<file path="src/rtl/chan_mux_scan.sv">
// chan_mux_scan: N-channel, W-bit selector with a registered output, a held
// channel-select register, manual load and automatic round-robin scan.
// Optional build macro CHAN_MUX_SCAN_BLANK_EN: forces out to BLANK_VAL in
// every cycle tick is high, hiding the old channel across a select change.

// One channel of the selector: passes its data only when selected, so the
// lane outputs are one-hot and can simply be OR-ed together.
module chan_mux_scan_lane #(
  parameter int WIDTH = 4,
  parameter int SEL_W = 2,
  parameter int IDX   = 0
) (
  input  logic [SEL_W-1:0] sel,
  input  logic [WIDTH-1:0] din,
  output logic [WIDTH-1:0] dout
);
  assign dout = (sel == SEL_W'(IDX)) ? din : '0;
endmodule

module chan_mux_scan #(
  parameter int WIDTH     = 4,
  parameter int CHANNELS  = 4,
  parameter int SEL_W     = 2,
  parameter int PERIOD    = 1000,
  parameter int BLANK_VAL = 0
) (
  input  logic                      clk,
  input  logic                      rst_n,
  input  logic                      mode,
  input  logic                      sel_load,
  input  logic [SEL_W-1:0]          sel_in,
  input  logic [CHANNELS*WIDTH-1:0] in_bus,
  output logic [WIDTH-1:0]          out,
  output logic [SEL_W-1:0]          cur_sel,
  output logic                      tick
);

  // counter only ever needs to reach PERIOD-1
  localparam int CNT_W = (PERIOD > 1) ? $clog2(PERIOD) : 1;
  localparam logic [CNT_W-1:0] CNT_TERM = CNT_W'(PERIOD - 1);
  localparam logic [SEL_W-1:0] SEL_LAST = SEL_W'(CHANNELS - 1);
  localparam logic [WIDTH-1:0] BLANK_W  = WIDTH'(BLANK_VAL);

`ifdef CHAN_MUX_SCAN_BLANK_EN
  localparam bit BLANK_EN = 1'b1;
`else
  localparam bit BLANK_EN = 1'b0;
`endif

  logic [CNT_W-1:0]                cnt, cnt_d;
  logic [SEL_W-1:0]                sel_d;
  logic                            tick_d;
  logic                            load_ok;
  logic                            term;
  logic [WIDTH-1:0]                mux_d;
  logic [CHANNELS-1:0][WIDTH-1:0]  lane_q;

  // per-channel gated data, selected by the held register (never by sel_in)
  for (genvar k = 0; k < CHANNELS; k++) begin : g_lane
    chan_mux_scan_lane #(
      .WIDTH (WIDTH),
      .SEL_W (SEL_W),
      .IDX   (k)
    ) u_lane (
      .sel  (cur_sel),
      .din  (in_bus[k*WIDTH +: WIDTH]),
      .dout (lane_q[k])
    );
  end

  // OR-combine the one-hot lane outputs
  always_comb begin
    mux_d = '0;
    for (int k = 0; k < CHANNELS; k++) mux_d = mux_d | lane_q[k];
  end

  // out-of-range loads behave exactly as if no strobe had been given
  assign load_ok = sel_load && (32'(sel_in) < 32'(CHANNELS));
  assign term    = (cnt == CNT_TERM);

  // next select / counter / tick: load beats scan advance beats hold
  always_comb begin
    sel_d  = cur_sel;
    cnt_d  = '0;
    tick_d = 1'b0;
    if (load_ok) begin
      sel_d  = sel_in;
      tick_d = 1'b1;
    end else if (mode) begin
      if (term) begin
        sel_d  = (cur_sel == SEL_LAST) ? '0 : cur_sel + SEL_W'(1);
        tick_d = 1'b1;
      end else begin
        cnt_d = cnt + CNT_W'(1);
      end
    end
  end

  // state and registered output; out samples the channel held this cycle
  always_ff @(posedge clk) begin
    if (!rst_n) begin
      cur_sel <= '0;
      cnt     <= '0;
      tick    <= 1'b0;
      out     <= '0;
    end else begin
      cur_sel <= sel_d;
      cnt     <= cnt_d;
      tick    <= tick_d;
      out     <= (BLANK_EN && tick_d) ? BLANK_W : mux_d;
    end
  end

endmodule

</file>
<file path="config.mk">
export PLATFORM = sky130hd
export DESIGN_NAME = chan_mux_scan
export DESIGN_NICKNAME = d
export VERILOG_FILES = /design/src/rtl/chan_mux_scan.sv
export SDC_FILE = /design/constraint.sdc
export NUM_CORES = 1
export LEC_CHECK = 0
export CAP_MARGIN = 20
export CORE_ASPECT_RATIO = 0.7
export CORE_UTILIZATION = 27
export CTS_CLUSTER_SIZE = 8
export DETAILED_ROUTE_END_ITERATION = 8
export SYNTH_ARGS = -nofsm -noshare
export SYNTH_HDL_FRONTEND = slang
export SYNTH_HIERARCHICAL = 1
export SYNTH_SLANG_ARGS = --single-unit
</file>
<file path="constraint.sdc">
create_clock -name clk -period 2.95 [get_ports clk]
set_clock_uncertainty 0.05 [all_clocks]
set_input_delay 0.59 -clock clk [delete_from_list [all_inputs] [get_ports clk]]
set_output_delay 0.59 -clock clk [all_outputs]
set_load 0.005 [all_outputs]
</file>
==> results of run 1 <==
## worst paths after layout
kind                   start    endpoint  slack (ps)  cells past startpoint
hold reg to reg       cnt[0]      cnt[0]         400                      1
setup reg to reg      cnt[0]      cnt[5]        1390                      5
hold / removal        cnt[0]      cnt[0]         400                      1
setup / recovery  cur_sel[0]  cur_sel[0]         800                      1
## stage by stage
| step | cell area [µm²] | power [µW] | hold WS, ps | std cells | utilization [%] |
|---|---|---|---|---|---|
| 2_1_floorplan | 833 | 278 | 368 | 87 | - |
| 3_3_place_gp | 1150 | 327 | 375 | 150 | 40.2 |
| 3_5_place_dp | 1150 | 330 | 396 | 150 | 40.2 |
| 4_1_cts | 1200 | 505 | 409 | 154 | 41.8 |
| 5_1_grt | 1200 | 527 | 442 | 154 | 41.8 |
| 6_report | 1200 | 496 | 404 | 154 | 41.8 |
## cell usage after synthesis
cell type  count  share of area (%)
nor3_1         4                2.4
nand4b_2       1                1.8
xnor2_1        6                6.3
o31ai_4        1                2.6
nor4_1         1               0.75
and3b_1        8                8.4
buf_4          1               0.90
nor2_1        11                5.0
nor4_2         1                1.5
or2_1          1               0.75
inv_1          3                1.4
o21ai_0        2                1.2
and3_1         4                3.0
o41a_1         4                5.4
nor3b_1        4                3.6
and2_2         1               0.90
a21oi_1        3                1.8
dfxtp_1       17                 41
mux2i_1        1                1.2
nand3_1        4                2.4
ha_1           2                3.0
nand4b_1       1                1.1
xor2_1         2                2.1
nand2_1        4                1.8
## final cells by class
type	instances	area (µm²)	area share, %
multi-input combinational	66	474	39.6
sequential	17	340	28.5
timing repair buffer	28	280	23.4
clock buffer	4	45.0	3.77
tap	36	45.0	3.77
inverter	3	11.3	0.941
## layer usage
metal / GRT usage (%) / up-vias / wire length (µm) / part of all wire, %
li1: - / 377 / - / -
met1: 17.3 / 325 / 885 / 48
met2: 18.1 / 13 / 827 / 45
met3: 6.13 / 7 / 90 / 4.9
met4: 6.60 / 0 / 40 / 2.2
met5: 0 / - / 0 / 0
## report_power, final
part | internal, µW | switching (µW) | total, µW
combinational | 53.6 | 19.9 | 73.4
sequential | 239 | 11.1 | 250
clock | 95.9 | 77.4 | 173
total | 388 | 108 | 496
## cell families (layout without fill, tap and decap cells)
logic type,count (synthesis),in the layout,share of synthesized area [%]
simple gates,45,45,33.3
flops,17,17,40.8
compound gates,10,10,11.0
xor+xnor,8,8,8.41
buf+inv,4,35,2.25
fa+ha+maj,2,2,3.00
mux,1,1,1.20
## flip-flops by register name (all words and copies together) (netlist names)
register	cells
tick	1
out	4
cnt	10
cur_sel	2
==> flow_summary.yaml, run 1 <==
clock_tree:
  cts_root_buf: "clkbuf_8"
  clkSinkCount: 17
  h-tree-depth: 1
  cts_tree: "yes"
  cts_resized: 0
  clkSlewWorstSetupHoldPaths_ps: 60
  clk_latency_ps: 250
  ctsHoldBuffers: 0
  postCtsSetupBuffers: 0
  clk_path_buf_depth: 2
  cts-buffers-inserted: 3
grt:
  grt_start_max_net_pins: 21
  overflow: 0
  grt_pass1_wl_mm: 3.19
  grtUsageTotal_pct: 13.3
  antenna_found_initial: 0
  grt_pass1_vias: 684
timing:
  slew_headroom_pct: 64.5
  finalCritPeriodShare_pct: 73.0
  period_minus_slack_ps: 2150
  rsz0062_at_grt: "false"
  finalSetupViolations: 0
  hold_viol_final: 0
  setup_ws_ps: 797
  setup-tns-final_ps: 0
  worstMarginPinSlew_ps: 531
  max_freq_mhz: 465
  final_max_slew_viol_count: 0
critical_path:
  required_ps: 2310
  endpoint_kind: "output pin"
  crit_type: "flip-flop to output pin"
  path_buf_inv: 1
  crit_path_max_fanout: 20
  path_delay_family: "flip-flops"
  critical-path-max-stage-delay_ps: 660
  crit_slowest_cell: "dfxtp_1"
  worstPathArrival_ps: 1510
  critPathLaunchType: "flip-flop"
  cp_cell_sequence: "clkdlybuf4s50_1"
route:
  totalWireLength_mm: 1.84
  drt_iter0_markers: 11
  wl_per_cell_um: 12.0
  ant_nets: 0
  viasPerCell: 4.69
  via_count: 722
  drtPass1Iterations: 4
  drc_errors: 0
power:
  cellPowerDensity_mw_per_mm2: 415
  power_leakage_uw: 0.000456
  peakVddDrop_mv: 0.173
synthesis:
  synth_seq_cells: 17
  yosysSeqAreaShare_pct: 40.8
  synth_fp_nets: 111
  synth_cells: 87
  synth_warnings: 6
  synth.avg_cell_area_um2: 9.58
  ys_types: 24
  syn_area_um2: 833
die:
  pin_count: 29
  core_area_mm2: 0.00286
  rows: 16
  die_w_um: 68.4
  start_util_pct: 29.1
  die_area_mm2: 0.00332
  die_h_um: 48.5
placement:
  dp_hpwl_mm: 1.41
  portBuffers: 28
  post-place-ws_ps: 955
  globalplace.congestion: 0.823
hold_path:
  hp-class: "flip-flop to flip-flop"
cells_and_area:
  syn2layout_area_growth_pct: 43.5
  nets: 143
  layout-drive-gt1-share_pct: 5.93
  fillers: 287
  final_common_cell: "clkdlybuf4s50_1"
  diodes: 0
  final_cell_mix: "28 x clkdlybuf4s50_1, 17 x dfxtp_1, 11 x nor2_1, 8 x and3b_1, 6 x xnor2_1"
run:
  maxCapViolations: 0
status:
  status: "finished, final reports clean"
(Power assumes the default switching activity.)
==> run 2: changes to the inputs <==
==> constraint.sdc (replaced) <==
create_clock -name clk -period 1.87 [get_ports clk]
set_clock_uncertainty 0.05 [all_clocks]
set_input_delay 0.374 -clock clk [delete_from_list [all_inputs] [get_ports clk]]
set_output_delay 0.374 -clock clk [all_outputs]
set_load 0.005 [all_outputs]
==> run 2 against run 1 <==
  * Count of clock-buffer cells in the layout unchanged
  * Largest power group unchanged
  * Die area unchanged
  * Critical path type unchanged
  * Combinational power up 78%
  * Global-route usage down 0.60 points
  * Clock power up 55%
==> flow_summary.yaml, run 2 (synthesized netlist as in run 1, its figures left out) <==
status:
  status: "finished, final reports clean"
clock_tree:
  cts-buffers-inserted: 3
  cts_root_buf: "clkbuf_8"
  cts_tree: "yes"
  clk_latency_ps: 250
  cts_resized: 0
  clkSlewWorstSetupHoldPaths_ps: 60
  clkSinkCount: 17
  h-tree-depth: 1
  clk_path_buf_depth: 2
  postCtsSetupBuffers: 0
  ctsHoldBuffers: 0
critical_path:
  r2r_slack_ps: 320
  crit_slowest_cell: "clkdlybuf4s50_1"
  cp_cell_sequence: "clkdlybuf4s50_1"
  endpoint_kind: "output pin"
  required_ps: 1450
  worstPathArrival_ps: 1250
  crit_type: "flip-flop to output pin"
  critPathLaunchType: "flip-flop"
  crit_path_max_fanout: 8
  path_delay_family: "buffers and inverters"
  critical-path-max-stage-delay_ps: 550
  path_buf_inv: 1
timing:
  worstMarginPinSlew_ps: 301
  slew_headroom_pct: 79.9
  final_max_slew_viol_count: 0
  hold_viol_final: 0
  max_freq_mhz: 596
  finalSetupViolations: 0
  rsz0062_at_grt: "false"
  finalCritPeriodShare_pct: 89.8
  period_minus_slack_ps: 1680
  setup-tns-final_ps: 0
grt:
  grt_start_max_net_pins: 16
  antenna_found_initial: 0
  grt_pass1_wl_mm: 3.11
  grt_pass1_vias: 676
  overflow: 0
  grtUsageTotal_pct: 12.7
cells_and_area:
  fillers: 276
  fin_area_mm2: 0.00122
  top_register: "cnt"
  diodes: 0
  layout-drive-gt1-share_pct: 8.26
  largest_reg_flops: 10
  final_common_cell: "clkdlybuf4s50_1"
  final_cell_mix: "28 x clkdlybuf4s50_1, 17 x dfxtp_1, 11 x nor2_1, 8 x and3b_1, 6 x xnor2_1"
  top_regs: "cnt: 10 flops, out: 4 flops, cur_sel: 2 flops"
  nets: 146
  syn2layout_area_growth_pct: 46.2
die:
  pin_count: 29
  die_area_mm2: 0.00332
  core_area_mm2: 0.00286
  die_w_um: 68.4
  die_h_um: 48.5
  rows: 16
  start_util_pct: 29.1
route:
  wl_per_cell_um: 11.6
  drtPass1Iterations: 4
  via_count: 714
  drc_errors: 0
  met2RoutedLength_um: 772
  viasPerCell: 4.55
  ant_nets: 0
  top_layer: "met4"
  wl_met3_um: 100
  totalWireLength_mm: 1.82
  drt-met1-wl_um: 934
  drt_iter0_markers: 10
placement:
  globalplace.congestion: 0.808
  dp_hpwl_mm: 1.39
  portBuffers: 28
  place_area_mm2: 0.00117
power:
  peakVddDrop_mv: 0.259
  power_leakage_uw: 0.000471
  cellPowerDensity_mw_per_mm2: 645
hold_path:
  hp-class: "flip-flop to flip-flop"
run:
  maxCapViolations: 0
## run 2: stage by stage
stage / setup slack, ps / hold WS [ps] / utilization (%) / std cells / power (µW)
after detailed placement: 165 / 398 / 41.0 / 153 / 526
after floorplan: 528 / 368 / - / 87 / 438
after global routing: 109 / 438 / 42.6 / 157 / 835
after CTS: 177 / 412 / 42.6 / 157 / 799
final: 191 / 403 / 42.6 / 157 / 786
after global placement: 195 / 382 / 41.0 / 153 / 522
## run 2: cell type report
| type | instances | area, µm² | share of cell area, % |
|---|---|---|---|
| timing repair buffer | 31 | 303 | 24.8 |
| tap | 36 | 45.0 | 3.70 |
| sequential | 17 | 340 | 27.9 |
| multi-input combinational | 66 | 474 | 38.9 |
| clock buffer | 4 | 45.0 | 3.70 |
| inverter | 3 | 11.3 | 0.924 |
## run 2: worst paths after layout
check                                start          to  depth (start not counted)
worst max-delay path            cur_sel[1]  cur_sel[1]                          1
worst max register to register      cnt[0]      cnt[4]                          5
worst min register to register      cnt[0]      cnt[0]                          1
worst min-delay path                cnt[0]      cnt[0]                          1
## run 2: where the power goes
group | leakage (µW) | switching (µW) | internal (µW) | total, µW
Combinational | 0.000310 | 41.4 | 90.0 | 131
Clock | 0.0000228 | 118 | 151 | 269
Sequential | 0.000139 | 8.83 | 376 | 385
Total | 0.000471 | 168 | 617 | 786
## run 2: routing by layer
metal	track usage, %	up-vias
li1	-	381
met1	17.1	319
met2	18.3	12
met3	5.66	2
met4	3.13	0
met5	0	-
